==> config.mk <==
export PLATFORM = sky130hd
export DESIGN_NAME = quad_decoder_counter
export DESIGN_NICKNAME = d
export VERILOG_FILES = /design/src/rtl/quad_decoder_counter.sv
export SDC_FILE = /design/constraint.sdc
export NUM_CORES = 1
export LEC_CHECK = 0
export ABC_CLOCK_PERIOD_IN_PS = 2700
export BUFFER_PORTS_ARGS = -buffer_cell sky130_fd_sc_hd__buf_2
export CELL_PAD_IN_SITES_DETAIL_PLACEMENT = 1
export CELL_PAD_IN_SITES_GLOBAL_PLACEMENT = 1
export CORE_MARGIN = 3
export CORE_UTILIZATION = 25
export DETAILED_ROUTE_END_ITERATION = 10
export GPL_TIMING_DRIVEN = 0
export PLACE_DENSITY = 0.56
export SLEW_MARGIN = 20
export SYNTH_ARGS = -nofsm -noshare
export SYNTH_HDL_FRONTEND = slang
export SYNTH_SLANG_ARGS = --single-unit
==> constraint.sdc <==
create_clock -name clk -period 2.7 [get_ports clk]
set_input_delay 0 -clock clk [delete_from_list [all_inputs] [get_ports clk]]
set_output_delay 0 -clock clk [all_outputs]
set_load 0.01 [all_outputs]
==> src/rtl/quad_decoder_counter.sv <==
// x4 quadrature decoder driving a loadable modulo-2^BITS up/down position counter.
// Optional per-phase glitch filter enabled by defining QUAD_GLITCH_FILTER_EN.
module quad_decoder_counter #(
    parameter int unsigned BITS        = 8,
    parameter int unsigned SYNC_STAGES = 2,
    parameter int unsigned FILTER_LEN  = 3
) (
    input  logic            clk,
    input  logic            reset_n,
    input  logic            a_in,
    input  logic            b_in,
    input  logic            enable,
    input  logic            load,
    input  logic [BITS-1:0] D,
    output logic [BITS-1:0] Q,
    output logic            dir,
    output logic            step,
    output logic            err
);

    if (SYNC_STAGES < 2 || SYNC_STAGES > 4) begin : g_bad_sync
        $error("SYNC_STAGES must be in 2..4");
    end
    if (FILTER_LEN < 2 || FILTER_LEN > 15) begin : g_bad_filter
        $error("FILTER_LEN must be in 2..15");
    end

`ifdef QUAD_GLITCH_FILTER_EN
    localparam int unsigned INIT_WAIT = SYNC_STAGES + FILTER_LEN;
`else
    localparam int unsigned INIT_WAIT = SYNC_STAGES;
`endif
    localparam int unsigned INIT_W = $clog2(INIT_WAIT + 1);

    logic [SYNC_STAGES-1:0] a_sync_q, b_sync_q;
    logic [1:0]             raw_s;
    logic [1:0]             ph_s;

    // Input synchronizers, one chain per phase
    always_ff @(posedge clk or negedge reset_n) begin
        if (!reset_n) begin
            a_sync_q <= '0;
            b_sync_q <= '0;
        end else begin
            a_sync_q <= {a_sync_q[SYNC_STAGES-2:0], a_in};
            b_sync_q <= {b_sync_q[SYNC_STAGES-2:0], b_in};
        end
    end

    assign raw_s = {a_sync_q[SYNC_STAGES-1], b_sync_q[SYNC_STAGES-1]};

`ifdef QUAD_GLITCH_FILTER_EN
    localparam int unsigned FCNT_W = $clog2(FILTER_LEN + 1);

    logic [1:0]             filt_q, filt_d;
    logic [1:0][FCNT_W-1:0] fcnt_q, fcnt_d;

    // Filtered bit flips after FILTER_LEN consecutive samples that disagree with it
    always_comb begin
        filt_d = filt_q;
        fcnt_d = fcnt_q;
        for (int i = 0; i < 2; i++) begin
            if (raw_s[i] == filt_q[i]) begin
                fcnt_d[i] = '0;
            end else if (fcnt_q[i] == FCNT_W'(FILTER_LEN - 1)) begin
                filt_d[i] = raw_s[i];
                fcnt_d[i] = '0;
            end else begin
                fcnt_d[i] = fcnt_q[i] + FCNT_W'(1);
            end
        end
    end

    always_ff @(posedge clk or negedge reset_n) begin
        if (!reset_n) begin
            filt_q <= '0;
            fcnt_q <= '0;
        end else begin
            filt_q <= filt_d;
            fcnt_q <= fcnt_d;
        end
    end

    assign ph_s = filt_q;
`else
    assign ph_s = raw_s;
`endif

    function automatic logic [1:0] gray2bin(input logic [1:0] g);
        return {g[1], g[1] ^ g[0]};
    endfunction

    logic [1:0]        prev_q, prev_d;
    logic              init_q, init_d;
    logic [INIT_W-1:0] init_cnt_q, init_cnt_d;
    logic [BITS-1:0]   q_q, q_d;
    logic              dir_q, dir_d;
    logic              step_q, step_d;
    logic              err_q, err_d;
    logic [1:0]        delta;
    logic              step_c, up_c, err_c;

    // Gray-coded phase as position 0..3: +1 is a forward step, +3 reverse, +2 illegal jump
    always_comb begin
        delta  = 2'(gray2bin(ph_s) - gray2bin(prev_q));
        up_c   = (delta == 2'd1);
        step_c = init_q && ((delta == 2'd1) || (delta == 2'd3));
        err_c  = init_q && (delta == 2'd2);
    end

    // Reference phase is captured only once the sync (and filter) pipeline holds real samples
    always_comb begin
        prev_d     = prev_q;
        init_d     = init_q;
        init_cnt_d = init_cnt_q;
        q_d        = q_q;
        dir_d      = dir_q;
        step_d     = step_c;
        err_d      = err_c;

        if (!init_q) begin
            if (init_cnt_q == INIT_W'(INIT_WAIT)) begin
                prev_d = ph_s;
                init_d = 1'b1;
            end else begin
                init_cnt_d = init_cnt_q + INIT_W'(1);
            end
        end else begin
            prev_d = ph_s;
        end

        if (step_c) begin
            dir_d = up_c;
        end

        if (load) begin
            q_d = D;
        end else if (enable && step_c) begin
            q_d = up_c ? q_q + BITS'(1) : q_q - BITS'(1);
        end
    end

    always_ff @(posedge clk or negedge reset_n) begin
        if (!reset_n) begin
            prev_q     <= '0;
            init_q     <= 1'b0;
            init_cnt_q <= '0;
            q_q        <= '0;
            dir_q      <= 1'b1;
            step_q     <= 1'b0;
            err_q      <= 1'b0;
        end else begin
            prev_q     <= prev_d;
            init_q     <= init_d;
            init_cnt_q <= init_cnt_d;
            q_q        <= q_d;
            dir_q      <= dir_d;
            step_q     <= step_d;
            err_q      <= err_d;
        end
    end

    assign Q    = q_q;
    assign dir  = dir_q;
    assign step = step_q;
    assign err  = err_q;

endmodule
==> results of run 1 <==
==> worst paths after layout <==
kind                                          to  slack [ps]                  start  cells after the start
max in group asynchronous        dir$_DFFE_PN1P_        2120                reset_n                      2
min in group asynchronous       Q[5]$_DFFE_PN0P_         240                reset_n                      2
min reg2reg                a_sync_q[1]$_DFF_PN0_         360  a_sync_q[0]$_DFF_PN0_                      0
max reg2reg                     Q[7]$_DFFE_PN0P_          -4  a_sync_q[1]$_DFF_PN0_                     11
max                             Q[7]$_DFFE_PN0P_          -4  a_sync_q[1]$_DFF_PN0_                     11
min                             Q[7]$_DFFE_PN0P_          90                 enable                      3
==> metrics by stage <==
| step | utilization, % | cells | setup WS [ps] | area, um2 |
|---|---|---|---|---|
| 4_1_cts | 36.46 | 193 | 0.1488 | 1521 |
| 2_1_floorplan | - | 104 | 191.2 | 1134 |
| 3_3_place_gp | 31.54 | 178 | 23.87 | 1316 |
| 6_report | 40.12 | 201 | -4.295 | 1674 |
| 5_1_grt | 40.12 | 201 | -170.8 | 1674 |
| 3_5_place_dp | 31.54 | 178 | -60.88 | 1316 |
==> critical path, delay by kind of cell (launching register included) <==
family | cells | cell delay, ps
AO/OA/AOI/OAI | 4 | 850
XOR/XNOR | 2 | 560
adder cells (fa/ha/maj) | 2 | 450
buffers and inverters | 1 | 110
flip-flops | 1 | 410
AND/OR/NAND/NOR | 2 | 250
==> flip-flops by register name, summed over array words and instances (netlist names) <==
| signal | count |
|---|---|
| b_sync_q | 2 |
| step | 1 |
| init_q | 1 |
| Q | 8 |
| init_cnt_q | 2 |
| err | 1 |
| prev_q | 2 |
| dir | 1 |
| a_sync_q | 2 |
==> routing by layer <==
layer / GRT usage [%] / share of wire [%] / vias to the layer above
met2: 18.07 / 50 / 19
met1: 13.71 / 45 / 452
met3: 1.642 / 3.1 / 5
li1: - / - / 467
met5: 0 / 0 / -
met4: 4.829 / 1.9 / 0
==> synthesized netlist by cell type, drive strengths merged (3+ instances only) <==
master	number	area share [%]
a21o	4	2.6
a21oi	9	4.0
dfrtp	19	42
ha	9	9.9
inv	3	0.99
nand2	9	3.0
nor2	7	3.0
o21ai	9	4.0
xnor2	5	3.9
xor2	3	2.3
==> cells by family (layout without fill, tap and decap cells) <==
group | count (synthesis) | in the layout
fa+ha+maj | 10 | 10
compound gates | 29 | 29
simple gates | 26 | 26
xor+xnor | 9 | 9
mux | 4 | 4
buf+inv | 6 | 53
flops | 20 | 20
==> power groups by stage <==
stage | Clock, mW | Sequential (mW) | Combinational [mW]
finish | 0.308 | 0.392 | 0.587
global route | 0.330 | 0.402 | 0.649
CTS | 0.319 | 0.386 | 0.466
detailed placement | 0 | 0.390 | 0.427
global placement | 0 | 0.387 | 0.416
floorplan | 0 | 0.403 | 0.290
==> layout make-up <==
class | count | area share [%]
Tap cell | 50 | 3.737
Clock buffer | 3 | 2.466
Timing Repair Buffer | 43 | 17.41
Clock inverter | 1 | 1.794
Inverter | 3 | 0.9716
Buffer | 3 | 1.345
Multi-Input combinational cell | 78 | 42.30
Sequential cell | 20 | 29.97
==> what timing repair did <==
| action | in CTS | in global routing |
|---|---|---|
| hold buffers | 11 | 0 |
| buffers inserted | 0 | 8 |
| hold endpoints to repair | 29 | 0 |
| pin swaps | 0 | 10 |
| gates resized for setup | 4 | 20 |
| endpoints found under the setup margin | 2 | 4 |
==> impl_metrics.env, run 1 <==
export IMPL_status="complete, but fails checks"
export IMPL_violations="setup timing"
export IMPL_htree_num_levels=1
export IMPL_ys_warn_count=0
export IMPL_dp_hpwl_um=1904
export IMPL_synthAdderAreaFrac_pct=11.70
export IMPL_drt_iter0_markers=15
export IMPL_cts_root_buf="clkbuf_8"
export IMPL_cts_buffer_depth=2
export IMPL_max_freq_mhz=369.8
export IMPL_multi_input_area_um2=708.2
export IMPL_period_needed_ps=2704
export IMPL_synth_edf_count=0
export IMPL_die_h_um=73.34
export IMPL_clockPowerShare_pct=23.9
export IMPL_crit_fanout=6
export IMPL_crit_required_ps=2900
export IMPL_clk_pin_slew_worst_paths_ps=80
export IMPL_worst_pin_slew_ps=473.9
export IMPL_drt_total_wl_um=2825
export IMPL_synth_seq_cells=20
export IMPL_die_area_mm2=0.005378
export IMPL_layout_commonest_cell="buf_2"
export IMPL_slew_violations=0
export IMPL_critPathKind="flop to flop"
export IMPL_cts_sinks=20
export IMPL_grt_pass1_vias=955
export IMPL_finalCritPeriodShare_pct=100.2
export IMPL_final_cell_mix="25 x buf_2, 19 x dfrtp_1, 11 x dlygate4sd3_1, 9 x nand2_1"
export IMPL_grt_max_degree=21
export IMPL_synthXorXnorAreaFrac_pct=8.389
export IMPL_cts_tree="done"
export IMPL_syn_inst=104
export IMPL_crit_top_cell="a21o_1"
export IMPL_grt_antenna_before_repair=0
export IMPL_io_pins=25
export IMPL_regArea_um2=501.7
export IMPL_final_hold_viol_count=0
export IMPL_peakVddDrop_mv=0.2286
export IMPL_maxCapViolations=0
export IMPL_die_w_um=73.34
export IMPL_setup_viol=1
export IMPL_cp_arrival_ps=2900
export IMPL_yosysSeqAreaShare_pct=44.26
export IMPL_worst_setup_path_end_kind="flop"
export IMPL_grt_overflow=0
export IMPL_whs_ps=88.72
export IMPL_critPathLaunchType="flop"
export IMPL_total_power_mw=1.287
export IMPL_core_mm2=0.004173
export IMPL_pwr_share_seq_pct=30.5
export IMPL_insertedDiodeCount=0
export IMPL_fin_skew_ps=3.272
export IMPL_row_count=23
export IMPL_grt_pass1_wl_um=4416
export IMPL_dr_pass1_iters=4
export IMPL_globalRouteTotalUtil_pct=10.80
export IMPL_syn_area_mm2=0.001134
export IMPL_async_reset_ff_share_pct=100.0
export IMPL_synth_nets=128
export IMPL_hold_path_class="input port to flop"
export IMPL_netSwitchingFraction_pct=33.98
export IMPL_layout_setup_ws_ps=-4.295
export IMPL_clkLatencyLatePin_ps=260
export IMPL_path_cells="xnor2_1 -> ha_2 -> xor3_2 -> nor2_4 -> clkinv_4 -> ha_4 -> a21o_1 -> a21o_1 -> a221o_1 -> o21bai_1 -> nand4b_1"
export IMPL_drc=0
export IMPL_p_per_area_mw_per_mm2=768.9
export IMPL_synth_compound_area_share_pct=15.45
export IMPL_portBuffers=24
export IMPL_leakage_nw=0.7527
export IMPL_fillers=467
export IMPL_synthFlopType="dfrtp_1"
export IMPL_pwr_share_comb_pct=45.6
export IMPL_cp_slowest_cell="xor3_2"
export IMPL_synth_top_family_by_area="compound AO/OA/AOI/OAI gates"
export IMPL_routabilityCongestion=0.7460
export IMPL_synth_mux_area_fraction_pct=3.753
export IMPL_drive_gt1_share_pct=40.40
export IMPL_tns_ps=-4.295
export IMPL_synth_cell_types=34
export IMPL_syn_avg_cell_area_um2=10.90
export IMPL_internal_power_mw=0.8498
export IMPL_slew_headroom_pct=68.41
export IMPL_p_sw_mw=0.4374
export IMPL_vias=943
export IMPL_via_per_inst=4.692
export IMPL_route_antenna_remaining_nets=0
export IMPL_synthSimpleGateAreaFrac_pct=13.47
export IMPL_syn_to_final_growth_pct=47.68
export IMPL_initial_core_util_pct=27.17
export IMPL_num_nets_final=176
export IMPL_slowest_delay_ps=420
export IMPL_numCtsBuffers=3
export IMPL_rsz0062_at_grt="yes"
export IMPL_drt_wirelength_per_cell_um=14.05
Power figures use the tool's default switching activity.
==> inputs of run 2 (changes only) <==
--- a/config.mk
+++ b/config.mk
@@ -5,7 +5,7 @@
 export SDC_FILE = /design/constraint.sdc
 export NUM_CORES = 1
 export LEC_CHECK = 0
-export ABC_CLOCK_PERIOD_IN_PS = 2700
+export ABC_CLOCK_PERIOD_IN_PS = 3500
 export BUFFER_PORTS_ARGS = -buffer_cell sky130_fd_sc_hd__buf_2
 export CELL_PAD_IN_SITES_DETAIL_PLACEMENT = 1
 export CELL_PAD_IN_SITES_GLOBAL_PLACEMENT = 1
@@ -13,7 +13,7 @@
 export CORE_UTILIZATION = 25
 export DETAILED_ROUTE_END_ITERATION = 10
 export GPL_TIMING_DRIVEN = 0
-export PLACE_DENSITY = 0.56
+export PLACE_DENSITY = 0.54
 export SLEW_MARGIN = 20
 export SYNTH_ARGS = -nofsm -noshare
 export SYNTH_HDL_FRONTEND = slang
==> constraint.sdc (replaced) <==
create_clock -name clk -period 3.5 [get_ports clk]
set_input_delay 0 -clock clk [delete_from_list [all_inputs] [get_ports clk]]
set_output_delay 0 -clock clk [all_outputs]
set_load 0.01 [all_outputs]
==> run 2 against run 1 <==
Against the previous run:
- the run now ends clean
- global-route usage is 0.54 points higher
- critical path depth stayed put
- non-clock buffer count is 8 lower
- clock power is 22% lower
- highest routed layer unchanged
- critical endpoint is now Q[6]$_DFFE_PN0P_
- final area is 11% lower
- clock-buffer cell count stayed put
- sequential share of layout area is 3.5 points higher
- clock skew is 2.9 ps higher
- largest power group unchanged
==> impl_metrics.env, run 2 (same netlist as run 1, synthesis figures left out) <==
export IMPL_drt_iter0_markers=21
export IMPL_critPathLaunchType="flop"
export IMPL_grt_pass1_wl_um=4754
export IMPL_crit_fanout=10
export IMPL_ctsResizeCount=0
export IMPL_total_power_mw=0.8659
export IMPL_worst_setup_path_end_kind="flop"
export IMPL_grt_pass1_vias=1033
export IMPL_drive_gt1_share_pct=26.57
export IMPL_routabilityCongestion=0.7149
export IMPL_drt_total_wl_um=2599
export IMPL_cts_sinks=20
export IMPL_cp_arrival_ps=2940
export IMPL_die_area_mm2=0.005378
export IMPL_io_pins=25
export IMPL_clkLatencyLatePin_ps=270
export IMPL_cp_num_buf_inv=1
export IMPL_globalRouteTotalUtil_pct=11.34
export IMPL_layout_commonest_cell="buf_2"
export IMPL_crit_required_ps=3680
export IMPL_syn_to_final_growth_pct=32.12
export IMPL_via_per_inst=4.731
export IMPL_slew_violations=0
export IMPL_row_count=23
export IMPL_grt_overflow=0
export IMPL_dr_pass1_iters=2
export IMPL_largest_reg_flops=8
export IMPL_cts_root_buf="clkbuf_8"
export IMPL_insertedDiodeCount=0
export IMPL_max_freq_mhz=362.0
export IMPL_fin_skew_ps=6.160
export IMPL_worst_pin_slew_ps=470.1
export IMPL_clk_pin_slew_worst_paths_ps=80
export IMPL_grt_max_degree=21
export IMPL_hold_path_class="input port to flop"
export IMPL_drc=0
export IMPL_cts_hold_fix_buffers=11
export IMPL_vias=913
export IMPL_period_needed_ps=2762
export IMPL_final_cell_mix="24 x buf_2, 19 x dfrtp_1, 11 x dlygate4sd3_1"
export IMPL_cp_slowest_cell="dfrtp_1"
export IMPL_core_mm2=0.004173
export IMPL_peakVddDrop_mv=0.1832
export IMPL_htree_num_levels=1
export IMPL_cts_buffer_depth=2
export IMPL_path_cells="xnor2_1 -> ha_1 -> xor3_2 -> nor2_4 -> inv_2 -> fa_1 -> a21o_1 -> a21oi_1 -> o21ai_0 -> xnor2_1 -> o31ai_1"
export IMPL_crit_top_cell="xnor2_1"
export IMPL_slowest_delay_ps=420
export IMPL_crit_family="compound AO/OA/AOI/OAI gates"
export IMPL_drt_wirelength_per_cell_um=13.47
export IMPL_leakage_nw=0.7050
export IMPL_dp_hpwl_um=2020
export IMPL_die_w_um=73.34
export IMPL_finalCritPeriodShare_pct=78.92
export IMPL_num_nets_final=168
export IMPL_rsz0062_at_grt="no"
export IMPL_cts_tree="done"
export IMPL_tns_ps=0
export IMPL_grt_antenna_before_repair=0
export IMPL_slew_headroom_pct=68.66
export IMPL_placed_cells=178
export IMPL_numCtsBuffers=3
export IMPL_status="finished, final reports clean"
export IMPL_maxCapViolations=0
export IMPL_initial_core_util_pct=27.17
export IMPL_final_hold_viol_count=0
export IMPL_postCtsSetupBuffers=0
export IMPL_p_per_area_mw_per_mm2=578.1
export IMPL_final_cell_count_no_fill=193
export IMPL_die_h_um=73.34
export IMPL_setup_viol=0
export IMPL_portBuffers=24
export IMPL_route_antenna_remaining_nets=0
export IMPL_critPathKind="flop to flop"
[run 2: changes by cell type in the layout (fill, tap and decap cells not counted), moves of 2 or more]
cell     before  now
ha_1          3    9
a21oi_1       7    9
ha_4          5    0
a21oi_2       2    0
buf_4         7    1
o21ai_2       2    0
o21ai_0       5    8
[run 2: cell type report]
class | instances | area (um2)
sequential | 20 | 501.7
timing repair buffer | 35 | 230.2
inverter | 3 | 11.26
buffer | 3 | 22.52
clock inverter | 1 | 30.03
tap | 50 | 62.56
clock buffer | 3 | 41.29
multi-input combinational | 78 | 598.1
fill | 474 | 2675
[run 2: power breakdown]
| part | switching, mW | leakage [nW] | internal [mW] |
|---|---|---|---|
| registers | 0.0293 | 0.233 | 0.266 |
| logic | 0.173 | 0.436 | 0.159 |
| clock network | 0.0857 | 0.0357 | 0.153 |
| total | 0.288 | 0.705 | 0.578 |
[run 2: final timing paths]
| path | cells after the start | slack [ps] | start | to |
|---|---|---|---|---|
| max | 11 | 740 | a_sync_q[1]$_DFF_PN0_ | Q[6]$_DFFE_PN0P_ |
| min | 3 | 80 | enable | Q[7]$_DFFE_PN0P_ |
| max reg2reg | 11 | 740 | a_sync_q[1]$_DFF_PN0_ | Q[6]$_DFFE_PN0P_ |
| min reg2reg | 0 | 360 | b_sync_q[0]$_DFF_PN0_ | b_sync_q[1]$_DFF_PN0_ |
| max in group asynchronous | 2 | 2940 | reset_n | dir$_DFFE_PN1P_ |
| min in group asynchronous | 2 | 210 | reset_n | init_cnt_q[1]$_DFFE_PN0P_ |
[run 2: tightest hold or removal path: stages]
cell and delay, ps:
buf_2 90, a21oi_1 50, nand4b_1 160
[run 2: per-layer routing]
layer / track usage, % / vias to the layer above / share of wire (%)
met1: 14.30 / 449 / 45
met4: 4.225 / 0 / 1.3
met3: 2.189 / 4 / 3.8
met2: 19.17 / 16 / 50
li1: - / 444 / -
met5: 0 / - / 0
[run 2: stage by stage]
stage	util, %	hold WS, ps	area [um2]	setup slack (ps)
2_1_floorplan	-	-295.6	1134	991.2
3_3_place_gp	31.54	-16.89	1316	813.9
3_5_place_dp	31.54	-11.26	1316	712.1
4_1_cts	35.89	71.90	1498	688.7
5_1_grt	35.89	98.43	1498	454.3
6_report	35.89	77.14	1498	737.8
==> inputs of run 3 (changes only) <==
--- a/config.mk
+++ b/config.mk
@@ -5,7 +5,8 @@
 export SDC_FILE = /design/constraint.sdc
 export NUM_CORES = 1
 export LEC_CHECK = 0
-export ABC_CLOCK_PERIOD_IN_PS = 3500
+export ABC_AREA = 1
+export ABC_CLOCK_PERIOD_IN_PS = 2800
 export BUFFER_PORTS_ARGS = -buffer_cell sky130_fd_sc_hd__buf_2
 export CELL_PAD_IN_SITES_DETAIL_PLACEMENT = 1
 export CELL_PAD_IN_SITES_GLOBAL_PLACEMENT = 1
@@ -13,7 +14,7 @@
 export CORE_UTILIZATION = 25
 export DETAILED_ROUTE_END_ITERATION = 10
 export GPL_TIMING_DRIVEN = 0
-export PLACE_DENSITY = 0.54
+export PLACE_DENSITY = 0.56
 export SLEW_MARGIN = 20
 export SYNTH_ARGS = -nofsm -noshare
 export SYNTH_HDL_FRONTEND = slang
==> constraint.sdc (replaced) <==
create_clock -name clk -period 2.8 [get_ports clk]
set_input_delay 0 -clock clk [delete_from_list [all_inputs] [get_ports clk]]
set_output_delay 0 -clock clk [all_outputs]
set_load 0.01 [all_outputs]
==> run 3 against run 2 <==
Against the previous run:
- area after synthesis up 3.9%
- core utilization down 2.0 points
- sequential power up 26%
- clock skew up 1.9 ps
- global-route usage up 0.41 points
- register-to-register slack worse by 450 ps
- sequential cell count unchanged
- clock power up 24%
- maximum frequency up 9.9%
- final area up 0.58%
- highest routed layer unchanged
==> impl_metrics.env, run 3 <==
export IMPL_p_per_area_mw_per_mm2=733.6
export IMPL_cp_num_buf_inv=1
export IMPL_reg2reg_to="Q[5]$_DFFE_PN0P_"
export IMPL_yosysTopAreaCellShare_pct=40.38
export IMPL_clk_pin_slew_worst_paths_ps=90
export IMPL_drc=0
export IMPL_synth_seq_cells=20
export IMPL_whs_ps=2.986
export IMPL_routabilityCongestion=0.7144
export IMPL_drive_gt1_share_pct=23.33
export IMPL_yosysSeqAreaShare_pct=42.61
export IMPL_drt_iter0_markers=28
export IMPL_r2r_start="prev_q[1]$_DFFE_PN0N_"
export IMPL_die_w_um=74.63
export IMPL_total_power_mw=1.105
export IMPL_synth_largest_area_cell="dfrtp_1"
export IMPL_synthFlopType="dfrtp_1"
export IMPL_min_path_cells=3
export IMPL_worst_r2r_cell_count=13
export IMPL_cp_arrival_ps=2680
export IMPL_synth_top_family_by_area="simple AND/OR/NAND/NOR gates"
export IMPL_final_area_mm2=0.001506
export IMPL_leakage_nw=0.7772
export IMPL_route_antenna_remaining_nets=0
export IMPL_synth_mux_area_fraction_pct=0
export IMPL_finalCritPeriodShare_pct=89.77
export IMPL_crit_family="simple AND/OR/NAND/NOR gates"
export IMPL_syn_area_mm2=0.001177
export IMPL_slowest_delay_ps=450
export IMPL_synthXorXnorAreaFrac_pct=2.976
export IMPL_io_pins=25
export IMPL_worst_pin_slew_ps=468.1
export IMPL_die_area_mm2=0.005569
export IMPL_crit_fanout=9
export IMPL_path_cells="xor2_1 -> ha_1 -> inv_1 -> nand3_4 -> ha_1 -> a21oi_1 -> nand2_1 -> nand3_1 -> nand3_1 -> nand2_1 -> nand3_1 -> nand2_1 -> nand2_1"
export IMPL_crit_required_ps=2970
export IMPL_final_hold_viol_count=0
export IMPL_dr_pass1_iters=4
export IMPL_synth_area_top_cells="dfrtp_1 40%, nand2_1 15%, ha_1 9.6%, nand3_1 4.7%, inv_1 4.1%"
export IMPL_grt_pass1_wl_um=5092
export IMPL_max_freq_mhz=397.8
export IMPL_synthSimpleGateAreaFrac_pct=28.27
export IMPL_vias=1053
export IMPL_drt_total_wl_um=2875
export IMPL_globalRouteTotalUtil_pct=11.76
export IMPL_syn_avg_cell_area_um2=8.064
export IMPL_layout_commonest_cell="nand2_1"
export IMPL_worstHoldEndpoint="Q[1]$_DFFE_PN0P_"
export IMPL_initial_core_util_pct=26.49
export IMPL_crit_top_cell="nand2_1"
export IMPL_num_nets_final=205
export IMPL_cp_slowest_cell="dfrtp_1"
export IMPL_via_per_inst=4.539
export IMPL_grt_pass1_vias=1145
export IMPL_synth_cell_types=25
export IMPL_dp_hpwl_um=2197
export IMPL_slew_headroom_pct=68.79
export IMPL_postCtsSetupBuffers=0
export IMPL_async_reset_ff_share_pct=100.0
export IMPL_ys_top_cells_by_count="46 x nand2_1, 19 x dfrtp_1, 13 x inv_1, 11 x nand3_1, 10 x nor2_1"
export IMPL_portBuffers=23
export IMPL_status="finished, final reports clean"
export IMPL_synthAdderAreaFrac_pct=11.26
export IMPL_syn_to_final_growth_pct=27.95
export IMPL_synth_nets=170
export IMPL_critPathLaunchType="flop"
export IMPL_grt_antenna_before_repair=0
export IMPL_drt_wirelength_per_cell_um=12.39
export IMPL_row_count=24
export IMPL_postPlaceCellArea_mm2=0.001358
export IMPL_synth_edf_count=0
export IMPL_critPathKind="flop to flop"
export IMPL_final_cell_mix="46 x nand2_1, 24 x buf_2, 19 x dfrtp_1, 13 x inv_1, 11 x nand3_1"
export IMPL_synth_most_common_cell="nand2_1"
export IMPL_maxCapViolations=0
export IMPL_htree_num_levels=1
export IMPL_setup_viol=0
export IMPL_ys_warn_count=0
export IMPL_synth_compound_area_share_pct=8.714
export IMPL_die_h_um=74.63
export IMPL_period_needed_ps=2514
export IMPL_hp_start="D[1]"
export IMPL_largest_reg_flops=8
export IMPL_cts_tree="done"
export IMPL_cts_buffer_depth=2
export IMPL_peakVddDrop_mv=0.2358
export IMPL_worst_setup_path_end_kind="flop"
export IMPL_syn_inst=146
export IMPL_hold_path_class="input port to flop"
export IMPL_clkLatencyLatePin_ps=260
export IMPL_grt_overflow=0
export IMPL_cts_sinks=20
export IMPL_final_util_pct=33.90
export IMPL_tns_ps=0
export IMPL_slew_violations=0
export IMPL_rsz0062_at_grt="no"
export IMPL_insertedDiodeCount=0
export IMPL_cts_root_buf="clkbuf_8"
export IMPL_numCtsBuffers=3
export IMPL_core_mm2=0.004444
export IMPL_grt_max_degree=21
export IMPL_fin_skew_ps=8.100
export IMPL_r2r_slack_ps=290
==> run 3: cell types whose count changed after synthesis, sizes merged, moves of 3 or more <==
cell    delta
a21o       -4
inv       +15
nand2     +40
nand3     +13
nor2       +5
o211ai     +3
o21ai      -5
xnor2      -3
==> run 3: worst max path at each step <==
stage                     startpoint          endpoint  slack [ps]  cells after the start
3_5_place_dp   prev_q[1]$_DFFE_PN0N_  Q[7]$_DFFE_PN0P_         210                     14
2_1_floorplan  prev_q[1]$_DFFE_PN0N_  Q[6]$_DFFE_PN0P_         540                     12
3_3_place_gp   prev_q[1]$_DFFE_PN0N_  Q[5]$_DFFE_PN0P_         240                     13
4_1_cts        prev_q[1]$_DFFE_PN0N_  Q[7]$_DFFE_PN0P_         180                     14
6_report       prev_q[1]$_DFFE_PN0N_  Q[5]$_DFFE_PN0P_         290                     13
5_1_grt        prev_q[1]$_DFFE_PN0N_  Q[5]$_DFFE_PN0P_          60                     13
==> run 3: logic make-up (layout without fill, tap and decap cells) <==
family                   Yosys count  count (layout)
AO/OA/AOI/OAI                     17              17
XOR/XNOR                           4               4
adder cells (fa/ha/maj)           10              10
buffers and inverters             19              53
flip-flops                        20              20
AND/OR/NAND/NOR                   76              76
==> run 3: report_power, final <==
group / internal, mW / switching [mW]
Clock: 0.191 / 0.106
Combinational: 0.177 / 0.260
Sequential: 0.334 / 0.0367
Total: 0.702 / 0.403
==> run 3: worst min-delay path, cell delays in order <==
cell	delay [ps]
buf_2	100
nand2_1	60
a31oi_1	70
==> run 3: final cells by class <==
cell class / count / area [um2]
Buffer: 1 / 5.005
Clock buffer: 3 / 41.29
Clock inverter: 1 / 30.03
Fill cell: 547 / 2938
Inverter: 18 / 67.56
Multi-Input combinational cell: 107 / 610.6
Sequential cell: 20 / 501.7
Tap cell: 52 / 65.06
Timing Repair Buffer: 30 / 185.2
==> run 3: stage by stage <==
step	instances	setup slack, ps
finish	232	286.5
global route	232	55.69
CTS	232	177.9
detailed placement	221	212.4
global placement	221	235.8
floorplan	146	543.9
==> run 3: per-layer routing <==
metal / global-route usage [%] / part of all wire (%) / wire (um) / up-vias
met5: 0 / 0 / 0 / -
met4: 2.372 / 0.90 / 26 / 0
met3: 2.804 / 4.8 / 138 / 4
met2: 19.61 / 45 / 1294 / 21
met1: 15.62 / 49 / 1415 / 493
li1: - / - / - / 535
==> run 3: what timing repair did <==
item,4_1_cts,5_1_grt
hold endpoints to repair,25,0
resized for setup,0,1
setup endpoints to repair,0,2
hold buffers,7,0
